<file path="src/rtl/decoder_pkg.sv">
// rtl/decoder_pkg.sv - shared state encoding and one-hot helper for decoder_onehot_seq
package decoder_pkg;

    typedef enum logic [1:0] {
        IDLE   = 2'd0,
        DIRECT = 2'd1,
        SCAN   = 2'd2
    } state_t;

    // Widest select supported by the helper; callers truncate to their OUT_W.
    localparam int MAX_SEL_W = 8;
    localparam int MAX_OUT_W = 2 ** MAX_SEL_W;

    function automatic logic [MAX_OUT_W-1:0] onehot(input logic [MAX_SEL_W-1:0] idx);
        return MAX_OUT_W'(1) << idx;
    endfunction

endpackage

</file>
<file path="src/rtl/decoder_onehot_seq_scan_divider.sv">
// rtl/decoder_onehot_seq_scan_divider.sv - SCAN_DIV cycle counter with step pulse and sync clear
module scan_divider #(
    parameter int SCAN_DIV = 4
) (
    input  logic clk,
    input  logic rst_n,
    input  logic i_clr,
    input  logic i_cnt_en,
    output logic o_step
);

    localparam int CNT_W = $clog2(SCAN_DIV + 1);

    logic [CNT_W-1:0] r_cnt;
    logic             w_at_end;

    assign w_at_end = (r_cnt == CNT_W'(SCAN_DIV - 1));
    assign o_step   = i_cnt_en & w_at_end;

    // Count while enabled, restarting after each step; clear has priority.
    always_ff @(posedge clk or negedge rst_n) begin
        if (!rst_n) begin
            r_cnt <= '0;
        end else if (i_clr) begin
            r_cnt <= '0;
        end else if (i_cnt_en) begin
            r_cnt <= w_at_end ? '0 : r_cnt + CNT_W'(1);
        end
    end

endmodule

</file>
<file path="src/rtl/decoder_onehot_seq.sv">
// rtl/decoder_onehot_seq.sv - registered one-hot decoder with DIRECT/SCAN modes; DECODER_ACTIVE_LOW_EN inverts y
module decoder_onehot_seq
    import decoder_pkg::*;
#(
    parameter int SEL_W    = 3,
    parameter int SCAN_DIV = 4
) (
    input  logic                  clk,
    input  logic                  rst_n,
    input  logic                  en,
    input  logic                  mode,
    input  logic                  in_valid,
    output logic                  in_ready,
    input  logic [SEL_W-1:0]      sel,
    output logic [2**SEL_W-1:0]   y,
    output logic                  y_valid,
    output logic [SEL_W-1:0]      cur_idx,
    output logic                  wrap
);

    localparam int OUT_W = 2 ** SEL_W;

    state_t            r_state;
    state_t            w_next_state;
    logic [OUT_W-1:0]  r_y;
    logic              r_y_valid;
    logic [SEL_W-1:0]  r_cur_idx;
    logic              r_wrap;

    logic              w_xfer;
    logic              w_step;
    logic              w_scan_clr;
    logic              w_scan_cnt_en;
    logic              w_last;
    logic [SEL_W-1:0]  w_idx_inc;
    logic [OUT_W-1:0]  w_y_sel;
    logic [OUT_W-1:0]  w_y_inc;

    assign in_ready      = en & ~mode;
    assign w_xfer        = in_valid & in_ready;
    assign w_last        = (r_cur_idx == SEL_W'(OUT_W - 1));
    assign w_idx_inc     = r_cur_idx + SEL_W'(1);
    assign w_y_sel       = OUT_W'(onehot(MAX_SEL_W'(sel)));
    assign w_y_inc       = OUT_W'(onehot(MAX_SEL_W'(w_idx_inc)));
    assign w_scan_cnt_en = (r_state == SCAN) && (w_next_state == SCAN);
    assign w_scan_clr    = !w_scan_cnt_en;

    scan_divider #(
        .SCAN_DIV (SCAN_DIV)
    ) u_scan_divider (
        .clk      (clk),
        .rst_n    (rst_n),
        .i_clr    (w_scan_clr),
        .i_cnt_en (w_scan_cnt_en),
        .o_step   (w_step)
    );

    // State register.
    always_ff @(posedge clk or negedge rst_n) begin
        if (!rst_n) begin
            r_state <= IDLE;
        end else begin
            r_state <= w_next_state;
        end
    end

    // Next state: en dominates, otherwise mode picks DIRECT or SCAN from any state.
    always_comb begin
        w_next_state = IDLE;
        if (en) begin
            w_next_state = mode ? SCAN : DIRECT;
        end
    end

    // Output registers, updated according to the state being entered at this edge.
    always_ff @(posedge clk or negedge rst_n) begin
        if (!rst_n) begin
            r_y       <= '0;
            r_y_valid <= 1'b0;
            r_cur_idx <= '0;
            r_wrap    <= 1'b0;
        end else begin
            case (w_next_state)
                DIRECT: begin
                    r_wrap <= 1'b0;
                    if (w_xfer) begin
                        r_y       <= w_y_sel;
                        r_cur_idx <= sel;
                        r_y_valid <= 1'b1;
                    end
                end
                SCAN: begin
                    if (r_state != SCAN) begin
                        r_y       <= OUT_W'(1);
                        r_cur_idx <= '0;
                        r_y_valid <= 1'b1;
                        r_wrap    <= 1'b0;
                    end else if (w_step) begin
                        r_y       <= w_y_inc;
                        r_cur_idx <= w_idx_inc;
                        r_wrap    <= w_last;
                    end else begin
                        r_wrap    <= 1'b0;
                    end
                end
                default: begin
                    r_y       <= '0;
                    r_y_valid <= 1'b0;
                    r_wrap    <= 1'b0;
                end
            endcase
        end
    end

`ifdef DECODER_ACTIVE_LOW_EN
    assign y = ~r_y;
`else
    assign y = r_y;
`endif
    assign y_valid = r_y_valid;
    assign cur_idx = r_cur_idx;
    assign wrap    = r_wrap;

endmodule

</file>
<file path="config.mk">
export PLATFORM = sky130hd
export DESIGN_NAME = decoder_onehot_seq
export DESIGN_NICKNAME = d
export VERILOG_FILES = /design/src/rtl/decoder_pkg.sv /design/src/rtl/decoder_onehot_seq_scan_divider.sv /design/src/rtl/decoder_onehot_seq.sv
export SDC_FILE = /design/constraint.sdc
export NUM_CORES = 1
export LEC_CHECK = 0
export CORE_ASPECT_RATIO = 1.25
export CORE_MARGIN = 1.5
export CORE_UTILIZATION = 44
export CTS_CLUSTER_DIAMETER = 120
export DETAILED_ROUTE_END_ITERATION = 7
export PLACE_DENSITY = 0.73
export SLEW_MARGIN = 30
export SYNTH_ARGS = -nofsm -noshare
export SYNTH_HDL_FRONTEND = slang
export SYNTH_HIERARCHICAL = 1
export SYNTH_SLANG_ARGS = --single-unit
</file>
<file path="constraint.sdc">
create_clock -name clk -period 2.2 [get_ports clk]
set_input_delay 0.33 -clock clk [delete_from_list [all_inputs] [get_ports clk]]
set_output_delay 0.33 -clock clk [all_outputs]
set_load 0.05 [all_outputs]
</file>
==> results by group <==
Clock network
  • H-tree levels: 1
  • CTS root buffer: clkbuf_4
  • Cts repair resizes: 0
  • Hold Buf Count CTS: 0
  • Num CTS Buffers: 3
  • Clock buffer depth: 2
  • CTS tree: done
  • CTS clk-pin slew, worst paths: 0.10 ns
  • Clk Latency, worst-skew pair: 0.30 ns
  • Setup repair bufs after CTS: 0
  • CTS Sinks: 18

Die
  • Ports: 22
  • Initial Util: 0.4635
  • DIE HEIGHT: 56.96 microns
  • DIE AREA: 2629 sq um
  • FP Rows: 19
  • Core Footprint: 2211 sq um
  • Die width: 46.17 microns

Worst setup path
  • Crit-path cells: nand4b_1, inv_1, nand2_1, nor2_1, and4bb_4, or3b_4, mux2_4
  • Crit start category: register
  • Slowest stage delay, CP: 0.45 ns
  • WP data required: 2.40 ns
  • Setup CP Type: reg2reg
  • Crit-path slowest cell: dfrtp_1
  • Worst reg2reg setup slack: 0.24 ns
  • Data arrival, critical path: 2.16 ns
  • Critical Path End Type: register
  • CP max FO: 6

Yosys
  • Top-area cell type share of the netlist area: 0.4396
  • Main synth FF type: dfrtp_1
  • Synth Register Bits: 18
  • Synthesized cell area: 1025 sq um
  • Number of synthesized flops with an enable pin: 0
  • Yosys top cell by area: dfrtp_1
  • Synth Area per Inst: 11.39 sq um
  • Net Count, Synth: 106
  • Netlist cell types: 32
  • Yosys warns: 6
  • Most common library cells after synthesis: 18 x dfrtp_1, 8 x ha_1, 7 x mux2_2, 6 x nand3b_1, 6 x o22ai_1
  • Most common cell in the netlist: dfrtp_1
  • Post-synthesis sequential area ratio: 0.4396
  • Area contributors post-synth: dfrtp_1 44%, ha_1 9.8%, mux2_2 7.7%, nand3b_1 4.4%, o22ai_1 3.7%
  • Ys async rst share: 1.000
  • Cells after Synth: 90

Placed design
  • Area of placed instances: 1318 sq um
  • Worst slack at placement: -0.07957 ns
  • # port buffers: 21
  • Placer's final routability congestion estimate: 0.8532
  • DP HPWL: 1699 microns

Power
  • Clk pwr share: 0.216
  • PD cells: 576.8 nW/um^2
  • Sw Ratio: 0.3359
  • Seq pwr share: 0.477
  • Combinational cell fraction of total power: 0.308
  • Psw: 259.6 uW
  • Max VDD drop: 0.3727 mV
  • Int Power: 513.3 uW
  • Leak: 0.6327 nW

Detailed routing
  • Drt first-iter violations: 22
  • Vias per cell: 5.480
  • Final wirelength: 2188 microns
  • Routed Antenna Nets: 0
  • DR pass1 iterations: 4
  • Drt wl/cell: 14.59 microns
  • Vias: 822
  • Residual DRC count: 0

STA
  • Fin crit share: 0.8911
  • Fin. Hold Viols: 0
  • Hold_ws: 0.3510 ns
  • Max Freq: 510.1 MHz
  • Fin crit period: 1.960 ns
  • Final clock skew: 0.006457 ns
  • Setup TNS: 0 ns
  • Max-slew violations: 0
  • Slew HR: 0.6625
  • Unrepaired setup endpoints after global routing: false
  • Fin worst setup slack: 0.2396 ns
  • Setup-failing EPs final: 0
  • Actual slew at the worst max-slew pin: 0.5046 ns

Global route
  • Initial antenna violation count: 0
  • Largest net degree at the start of global routing: 19
  • Vias in the first global route: 842
  • GRT overflow: 0
  • Gr usage total: 0.1921
  • First-pass GRT wire length: 3663 microns

Finish
  • Fin nets: 137
  • Finished Cell Area: 1340 sq um
  • Multi-input logic area: 536.8 sq um
  • Diodes inserted: 0
  • Layout area overhead: 30.77%
  • Storage element area: 450.4 sq um
  • Share of cells above drive strength 1: 0.2017
  • Fillers: 196

Run status
  • Status: complete, no violations

Min path
  • HP Class: in2async

Run
  • Maxcap violations: 0
==> power by group through the flow <==
| stage | clock network [mW] | logic, mW | registers (mW) |
|---|---|---|---|
| 2_1_floorplan | 0 | 0.0907 | 0.432 |
| 3_3_place_gp | 0 | 0.237 | 0.374 |
| 3_5_place_dp | 0 | 0.240 | 0.375 |
| 4_1_cts | 0.171 | 0.241 | 0.369 |
| 5_1_grt | 0.179 | 0.257 | 0.373 |
| 6_report | 0.167 | 0.238 | 0.369 |
==> cell usage in the layout, fill, tap and decap left out, drive strengths merged <==
cell and n:
or2b 1, o211a 1, nand2 4, ha 8, or3 1, nand4b 1, dfrtp 18, clkdlybuf4s50 20
inv 5, a21oi 2, o32ai 1, nand3b 6, a22oi 2, o21ai 2, and4bb 1, and3b 1
mux2 8, a22o 1, a31oi 1, or3b 2, nor2 3, and2b 2, nand3 2, o21a 1
and3 1, o22ai 6, clkbuf 3, nand2b 5, mux2i 2, buf 8
==> layout make-up <==
type,count,share of cell area
clock buffer,3,0.01681
inverter,5,0.01401
multi-input combinational,65,0.4006
sequential,18,0.3361
tap,31,0.02894
timing repair buffer,28,0.2035
==> logic make-up (layout without fill, tap and decap cells) <==
logic type	count (synthesis)	after routing	synth area share
AND/OR/NAND/NOR	30	30	0.2003
adder cells (fa/ha/maj)	8	8	0.09768
flip-flops	18	18	0.4396
buffers and inverters	7	36	0.03663
AO/OA/AOI/OAI	17	17	0.1148
multiplexers	10	10	0.1111
==> metrics by stage <==
step / cells / power (mW) / utilization
2_1_floorplan: 90 / 0.5224 / -
3_3_place_gp: 147 / 0.6105 / 0.5959
3_5_place_dp: 147 / 0.6158 / 0.5959
4_1_cts: 150 / 0.7812 / 0.6061
5_1_grt: 150 / 0.8090 / 0.6061
6_report: 150 / 0.7729 / 0.6061
==> sequential cells by signal, summed over array words and instances (netlist names) <==
signal                flops
wrap                      1
cur_idx                   3
u_scan_divider/r_cnt      3
y                         8
y_valid                   1
r_state                   2
==> worst paths after layout <==
kind,startpoint,to,cells past startpoint
hold reg to reg,y_valid,y_valid,1
min in group clk,y_valid,y_valid,1
setup / recovery,r_state[0],cur_idx[2],7
hold / removal,rst_n,y[2],2
setup reg to reg,r_state[0],cur_idx[2],7
max in group asynchronous,rst_n,r_state[1],2
==> worst max-delay path: cells and delay by family, from the launching register on <==
family        cells  cell delay, ns
flops             1            0.45
buf+inv           1            0.09
mux               1            0.30
simple gates      5            1.02
==> layer usage <==
metal,up-vias,GRT usage,share of wire
li1,387,-,-
met3,5,0.01899,0.043
met4,0,0.08571,0.019
met2,30,0.3433,0.55
met5,-,0,0
met1,400,0.2193,0.39
Power figures use the tool's default switching activity.
